===== src/rtl/div_arb_ctrl.sv =====
// Round-robin arbiter and sequencer in front of a shared radix-2 SRT divider core.
// Optional one-entry result cache enabled by defining DIV_ARB_CTRL_RESULT_CACHE_EN.
module div_arb_ctrl #(
  parameter int NREQ  = 2,
  parameter int TAG_W = 4,
  parameter int ID_W  = (NREQ > 1) ? $clog2(NREQ) : 1
) (
  input  logic                  clk,
  input  logic                  rstn,
  input  logic [NREQ-1:0]       req_valid,
  output logic [NREQ-1:0]       req_ready,
  input  logic [NREQ-1:0]       req_signed,
  input  logic [NREQ*32-1:0]    req_op1,
  input  logic [NREQ*32-1:0]    req_op2,
  input  logic [NREQ*TAG_W-1:0] req_tag,
  output logic                  resp_valid,
  input  logic                  resp_ready,
  output logic [ID_W-1:0]       resp_id,
  output logic [TAG_W-1:0]      resp_tag,
  output logic [31:0]           resp_quo,
  output logic [31:0]           resp_rem,
  input  logic                  flush,
  output logic                  busy,
  output logic                  div_enable,
  output logic                  div_sign_en,
  output logic [31:0]           div_op1,
  output logic [31:0]           div_op2,
  input  logic                  div_ready,
  input  logic [31:0]           div_quo,
  input  logic [31:0]           div_rem,
  input  logic                  div_complete
);

  typedef enum logic [1:0] {IDLE, LAUNCH, BUSY, RESP} state_t;

  state_t            state_q;
  logic [ID_W-1:0]   ptr_q, id_q;
  logic [TAG_W-1:0]  tag_q;
  logic              signed_q, discard_q;
  logic [31:0]       op1_q, op2_q, quo_q, rem_q;

  logic [ID_W-1:0]   gnt_lo_d, gnt_hi_d, gnt_id_d, ptr_d;
  logic              any_valid_d, hi_found_d, accept_d, special_d;
  logic              sel_signed_d;
  logic [31:0]       sel_op1_d, sel_op2_d;
  logic [TAG_W-1:0]  sel_tag_d;
  logic              cache_hit_d;
  logic [31:0]       hit_quo_d, hit_rem_d;
  logic              core_keep_d;

  // Lowest valid index at/after the pointer wins, else lowest valid overall.
  always_comb begin
    gnt_lo_d    = '0;
    gnt_hi_d    = '0;
    any_valid_d = 1'b0;
    hi_found_d  = 1'b0;
    for (int i = NREQ - 1; i >= 0; i--) begin
      if (req_valid[i]) begin
        any_valid_d = 1'b1;
        gnt_lo_d    = ID_W'(i);
      end
      if (req_valid[i] && (ID_W'(i) >= ptr_q)) begin
        hi_found_d = 1'b1;
        gnt_hi_d   = ID_W'(i);
      end
    end
    gnt_id_d = hi_found_d ? gnt_hi_d : gnt_lo_d;
  end

  assign accept_d     = (state_q == IDLE) && !flush && div_ready && any_valid_d;
  assign ptr_d        = (gnt_id_d == ID_W'(NREQ - 1)) ? '0 : gnt_id_d + 1'b1;
  assign sel_signed_d = req_signed[gnt_id_d];
  assign sel_op1_d    = req_op1[32*gnt_id_d +: 32];
  assign sel_op2_d    = req_op2[32*gnt_id_d +: 32];
  assign sel_tag_d    = req_tag[TAG_W*gnt_id_d +: TAG_W];
  assign special_d    = (sel_op2_d == 32'h0) ||
                        (sel_signed_d && (sel_op1_d == 32'h8000_0000) && (sel_op2_d == 32'hFFFF_FFFF));
  assign core_keep_d  = (state_q == BUSY) && div_complete && !discard_q && !flush;

  genvar gi;
  generate
    for (gi = 0; gi < NREQ; gi++) begin : g_ready
      assign req_ready[gi] = accept_d && (gnt_id_d == ID_W'(gi));
    end
  endgenerate

`ifdef DIV_ARB_CTRL_RESULT_CACHE_EN
  logic        cache_vld_q, cache_sgn_q;
  logic [31:0] cache_op1_q, cache_op2_q, cache_quo_q, cache_rem_q;

  assign cache_hit_d = cache_vld_q && (cache_sgn_q == sel_signed_d) &&
                       (cache_op1_q == sel_op1_d) && (cache_op2_q == sel_op2_d);
  assign hit_quo_d   = cache_quo_q;
  assign hit_rem_d   = cache_rem_q;

  always_ff @(posedge clk or negedge rstn) begin
    if (!rstn) begin
      cache_vld_q <= 1'b0;
      cache_sgn_q <= 1'b0;
      cache_op1_q <= '0;
      cache_op2_q <= '0;
      cache_quo_q <= '0;
      cache_rem_q <= '0;
    end else if (core_keep_d) begin
      cache_vld_q <= 1'b1;
      cache_sgn_q <= signed_q;
      cache_op1_q <= op1_q;
      cache_op2_q <= op2_q;
      cache_quo_q <= div_quo;
      cache_rem_q <= div_rem;
    end
  end
`else
  assign cache_hit_d = 1'b0;
  assign hit_quo_d   = '0;
  assign hit_rem_d   = '0;
`endif

  always_ff @(posedge clk or negedge rstn) begin
    if (!rstn) begin
      state_q   <= IDLE;
      ptr_q     <= '0;
      id_q      <= '0;
      tag_q     <= '0;
      signed_q  <= 1'b0;
      discard_q <= 1'b0;
      op1_q     <= '0;
      op2_q     <= '0;
      quo_q     <= '0;
      rem_q     <= '0;
    end else begin
      case (state_q)
        IDLE: if (accept_d) begin
          ptr_q    <= ptr_d;
          id_q     <= gnt_id_d;
          tag_q    <= sel_tag_d;
          signed_q <= sel_signed_d;
          op1_q    <= sel_op1_d;
          op2_q    <= sel_op2_d;
          if (sel_op2_d == 32'h0) begin
            quo_q   <= 32'hFFFF_FFFF;
            rem_q   <= sel_op1_d;
            state_q <= RESP;
          end else if (special_d) begin
            quo_q   <= 32'h8000_0000;
            rem_q   <= 32'h0;
            state_q <= RESP;
          end else if (cache_hit_d) begin
            quo_q   <= hit_quo_d;
            rem_q   <= hit_rem_d;
            state_q <= RESP;
          end else begin
            state_q <= LAUNCH;
          end
        end
        // The core cannot be aborted, so a flush here only marks the result for discard.
        LAUNCH: begin
          if (flush) discard_q <= 1'b1;
          state_q <= BUSY;
        end
        BUSY: begin
          if (div_complete) begin
            discard_q <= 1'b0;
            if (core_keep_d) begin
              quo_q   <= div_quo;
              rem_q   <= div_rem;
              state_q <= RESP;
            end else begin
              state_q <= IDLE;
            end
          end else if (flush) begin
            discard_q <= 1'b1;
          end
        end
        RESP: if (resp_ready || flush) state_q <= IDLE;
        default: state_q <= IDLE;
      endcase
    end
  end

  assign busy        = (state_q != IDLE);
  assign div_enable  = (state_q == LAUNCH);
  assign resp_valid  = (state_q == RESP);
  assign div_sign_en = signed_q;
  assign div_op1     = op1_q;
  assign div_op2     = op2_q;
  assign resp_id     = id_q;
  assign resp_tag    = tag_q;
  assign resp_quo    = quo_q;
  assign resp_rem    = rem_q;

endmodule


===== config.mk =====
export PLATFORM = sky130hd
export DESIGN_NAME = div_arb_ctrl
export DESIGN_NICKNAME = d
export VERILOG_FILES = /design/src/rtl/div_arb_ctrl.sv
export SDC_FILE = /design/constraint.sdc
export NUM_CORES = 1
export LEC_CHECK = 0
export BUFFER_PORTS_ARGS = -buffer_cell sky130_fd_sc_hd__clkbuf_2
export CAP_MARGIN = 20
export CELL_PAD_IN_SITES_DETAIL_PLACEMENT = 2
export CELL_PAD_IN_SITES_GLOBAL_PLACEMENT = 2
export CORE_ASPECT_RATIO = 0.75
export CORE_MARGIN = 1.5
export CORE_UTILIZATION = 26
export DETAILED_ROUTE_END_ITERATION = 16
export PLACE_DENSITY_LB_ADDON = 0.05
export SLEW_MARGIN = 20
export SYNTH_ARGS = -nofsm -noshare
export SYNTH_HDL_FRONTEND = slang
export SYNTH_SLANG_ARGS = --single-unit

===== constraint.sdc =====
create_clock -name clk -period 3.1 [get_ports clk]
set_input_delay 0 -clock clk [delete_from_list [all_inputs] [get_ports clk]]
set_output_delay 0 -clock clk [all_outputs]
set_load 0.05 [all_outputs]

==> flow_summary.ini, run 1 <==
[timing]
fmax_ghz = 0.353
final_hold_viol_count = 1
tightestPinTransition_ns = 0.777
slew_viol_final = 0
tns_ns = 0
holdWs_ns = -0.000885
fin_crit_sh = 0.913
setup_violations = 0
rsz0062_at_grt = no
fin_skew_ns = 0.00768
maxSlewHeadroom = 0.477
fin_crit_ns = 2.83

[floorplanning]
num_rows = 51
die_width_um = 193
die-area_sq_mm = 0.0280
io-pin-count = 349
fp.dieH_um = 145
core_area_sq_mm = 0.0262
start_util = 0.268

[synthesis]
yosysWarnings = 0
synthArstFlopShare = 1.00
synth_cell_type_count = 35
ys_ff_latch = 138
yosysMostFrequentCell = nand2_1
yosys.area.top_type = dfrtp_1
synth_edf_count = 0
synth_ff_type = dfrtp_1
synth_top_area_share = 0.492
syn_nets = 954
yosysSeqAreaShare = 0.492
syn_avg_cell_area_sq_um = 9.50
synth_common_cells = nand2_1 (144), dfrtp_1 (138), mux2_2 (60), nor2_1 (51), clkbuf_1 (40)
netlist_area_sq_mm = 0.00702
netlist_instances = 739
synth_area_leaders = dfrtp_1 (49%), mux2_2 (9.6%), nand2_1 (7.7%), mux2i_1 (4.6%), o31ai_1 (3.4%)

[job]
drv_cap = 0

[cts]
cts_buffers = 17
cts_htree_levels = 4
cts_resized = 0
root_buffer = clkbuf_16
clk_pin_slew_ns = 0.06
clk_latency_ns = 0.43
cts_tree = yes
clockBufferDepth = 2
clock-sinks = 138

[routing]
drc_errors = 0
wl_per_cell_um = 21.5
drt_wl_total_um = 34700
dr_total_vias = 7775
viasPerCell = 4.82
first_pass_iters = 4
antenna_left = 0
drtIter0Drc = 337

[global_route]
antenna_found_initial = 4
grt_pass1_wl_um = 52600
overflow = 0
grt_pass1_vias = 8684
grtUsageTotal = 0.248
grt_max_degree = 76

[status]
status = complete, but fails checks
violations = hold timing

[pwr]
power_density_mw_per_mm2 = 823
p_leak_nw = 5.87
vdd_drop_max_mv = 0.454

[critical_path]
crit_arrival_ns = 3.13
path_class = in -> reg
endpoint_kind = flip-flop
critPathMaxFanout = 39
cp.required_ns = 3.40
startpoint_type = input pin

[place]
placed_cell_area_sq_mm = 0.00918
dpl.hpwl_um = 24700
io_buffer_count = 348
gp_congestion = 0.821
dp_cells = 1399

[cells_and_area]
fillerInstances = 2869
stdcell_count = 1612
nNetsFinal = 1466
area_growth_pct = 65.1
final_layout_size_suffix_gt1_frac = 0.367
final_area_sq_mm = 0.0116
multi_input_area_sq_mm = 0.00324
register_area_sq_mm = 0.00345

[worst_hold_path]
min_path_type = in -> reg
## metal layers
layer,vias up,part of all wire,global-route usage
met1,3827,0.45,0.334
met2,253,0.45,0.390
met3,40,0.070,0.0588
met5,-,0,0
li1,3655,-,-
met4,0,0.025,0.0783
## cell families (layout without fill, tap and decap cells)
| group | after synthesis | count (layout) | synth area share |
|---|---|---|---|
| fa+ha+maj | 5 | 5 | 0.00891 |
| simple gates | 266 | 266 | 0.168 |
| compound gates | 148 | 148 | 0.131 |
| flops | 138 | 138 | 0.492 |
| mux | 96 | 96 | 0.148 |
| other cells | 0 | 5 | 0 |
| buf+inv | 86 | 610 | 0.0524 |
## where the power goes
group / switching (mW) / total [mW] / internal, mW
logic: 3.30 / 4.70 / 1.40
registers: 0.308 / 2.61 / 2.30
clock network: 0.800 / 2.23 / 1.43
total: 4.41 / 9.54 / 5.13
## layout by cell type, fill, tap and decap left out, types with 32 or more instances in the layout
cell type / count
o21ai_0: 35
dfrtp_1: 138
nor2_1: 50
clkbuf_2: 347
mux2i_1: 32
o31ai_1: 32
nand2_1: 143
a31oi_1: 38
dlygate4sd3_1: 177
mux2_2: 60
a21oi_1: 34
inv_1: 36
## metrics by stage
stage / setup WS [ns] / utilization / hold slack (ns) / power, mW
finish: 0.269 / 0.442 / -0.000885 / 9.54
global route: 0.0512 / 0.442 / 0.0261 / 10.1
CTS: 0.297 / 0.442 / 0.00149 / 9.58
detailed placement: 0.301 / 0.350 / 0.0572 / 6.76
global placement: 0.361 / 0.350 / 0.0502 / 6.70
floorplan: 0.606 / - / -0.296 / 5.44
## worst max-delay path, stage by stage
cell and delay (ns):
dlygate4sd3_1 0.53, clkbuf_2 0.11, or4_1 0.51, a2111oi_0 0.43
a41o_1 0.18, o2111a_1 0.19, o2111ai_2 0.18, a31oi_4 0.32
buf_12 0.27, mux2_2 0.37
## cell type report
type / instances / share of cell area
inverters: 36 / 0.0117
flip-flops and latches: 138 / 0.298
well taps: 344 / 0.0371
diodes: 5 / 0.00108
clock buffers: 24 / 0.0424
repair buffers: 543 / 0.319
clock inverters: 7 / 0.0119
multi-input cells: 515 / 0.279
## repair_timing
item,in CTS,in global routing
buffers inserted,0,0
hold buffers,177,0
hold endpoints to repair,181,0
## sequential cells by signal, summed over array words and instances, names as in the netlist
signal       flops
resp_id          1
resp_quo        32
div_op2         32
ptr_q            1
resp_rem        32
resp_tag         4
div_op1         32
discard_q        1
div_sign_en      1
state_q          2
## final timing paths
kind	slack, ns	endpoint	cells after the start	from
min	-0.0009	div_op1[27]	3	req_op1[59]
min reg2reg	0.48	div_op1[8]	2	div_op1[8]
max reg2reg	0.28	div_op2[27]	8	state_q[0]
min in group asynchronous	0.15	div_op1[30]	2	rstn
max in group asynchronous	2.17	div_op2[23]	3	rstn
max	0.27	resp_quo[15]	10	req_op1[24]
Power figures use the tool's default switching activity.
==> inputs of run 2 (changes only) <==
BUFFER_PORTS_ARGS = default   (was -buffer_cell sky130_fd_sc_hd__clkbuf_2)
CORE_UTILIZATION = 36   (was 26)
DONT_BUFFER_PORTS = 1   (was default)
==> flow_summary.ini, run 2 <==
[status]
status = did not finish
lastStage = clock tree synthesis
tool.error = [ERROR RSZ-0060] Max buffer count reached.

[cts]
cts_resized = 0
cts_setup_buffers = 0
root_buffer = clkbuf_16
cts_buffers = 17
clockBufferDepth = 2
cts_htree_levels = 4
clock-sinks = 138
ctsHoldBuffers = 198

[synthesis]
syn_avg_cell_area_sq_um = 9.50
synth_common_cells = nand2_1 (144), dfrtp_1 (138), mux2_2 (60), nor2_1 (51), clkbuf_1 (40)
synth_cell_type_count = 35
synth_area_leaders = dfrtp_1 (49%), mux2_2 (9.6%), nand2_1 (7.7%), mux2i_1 (4.6%), o31ai_1 (3.4%)
syn_nets = 954
netlist_area_sq_mm = 0.00702
synth_edf_count = 0
yosysMostFrequentCell = nand2_1
synth_ff_type = dfrtp_1
synth_top_area_share = 0.492
ys_ff_latch = 138
yosys.area.top_type = dfrtp_1
yosysWarnings = 0
yosysSeqAreaShare = 0.492
synthArstFlopShare = 1.00
netlist_instances = 739

[place]
dpl.hpwl_um = 20500
gp_congestion = 0.894
io_buffer_count = 0
placed_cell_area_sq_mm = 0.00727

[floorplanning]
io-pin-count = 349
num_rows = 44
fp.dieH_um = 124
die_width_um = 164
start_util = 0.365
==> run 2: logic make-up after synthesis <==
logic type | share of synthesized area
AND/OR/NAND/NOR | 0.168
flip-flops | 0.492
multiplexers | 0.148
adder cells (fa/ha/maj) | 0.00891
buffers and inverters | 0.0524
AO/OA/AOI/OAI | 0.131
==> run 2: per-stage QoR <==
stage | util | std cells | setup slack, ns
3_3_place_gp | 0.379 | 956 | 0.456
3_5_place_dp | 0.379 | 956 | 0.354
2_1_floorplan | - | 739 | 0.606
==> inputs of run 3 (changes only) <==
CELL_PAD_IN_SITES_DETAIL_PLACEMENT = default   (was 2)
CELL_PAD_IN_SITES_GLOBAL_PLACEMENT = default   (was 2)
CORE_ASPECT_RATIO = default   (was 0.75)
CORE_UTILIZATION = 40   (was 36)
PLACE_DENSITY_LB_ADDON = 0.15   (was 0.05)
==> flow_summary.ini, run 3 <==
[status]
status = did not finish
lastStage = clock tree synthesis
tool.error = [ERROR RSZ-0060] Max buffer count reached.

[synthesis]
ys_ff_latch = 138
synth_common_cells = nand2_1 (144), dfrtp_1 (138), mux2_2 (60), nor2_1 (51), clkbuf_1 (40)
syn_nets = 954
synth_top_area_share = 0.492
yosysSeqAreaShare = 0.492
synth_area_leaders = dfrtp_1 (49%), mux2_2 (9.6%), nand2_1 (7.7%), mux2i_1 (4.6%), o31ai_1 (3.4%)
netlist_area_sq_mm = 0.00702
synth_ff_type = dfrtp_1
yosysMostFrequentCell = nand2_1
yosysWarnings = 0
netlist_instances = 739
synthArstFlopShare = 1.00
synth_cell_type_count = 35
synth_edf_count = 0
yosys.area.top_type = dfrtp_1
syn_avg_cell_area_sq_um = 9.50

[floorplanning]
fp.dieH_um = 135
num_rows = 48
die_width_um = 135
io-pin-count = 349
start_util = 0.407

[place]
dpl.hpwl_um = 17700
gp_congestion = 0.895
io_buffer_count = 0

[cts]
cts_resized = 0
ctsHoldBuffers = 193
cts_htree_levels = 4
root_buffer = clkbuf_16
cts_setup_buffers = 0
clock-sinks = 138
cts_buffers = 17
clockBufferDepth = 2
-- run 3: logic make-up after synthesis --
group | after synthesis | synth area share
AO/OA/AOI/OAI | 148 | 0.131
buffers and inverters | 86 | 0.0524
multiplexers | 96 | 0.148
adder cells (fa/ha/maj) | 5 | 0.00891
flip-flops | 138 | 0.492
AND/OR/NAND/NOR | 266 | 0.168
-- run 3: through the flow --
stage               area [sq um]  std cells  hold slack [ns]  utilization  worst slack (ns)
floorplan                   7020        739           -0.296            -             0.606
global placement            7260        932           -0.293        0.421             0.339
detailed placement          7260        932           -0.293        0.421             0.293
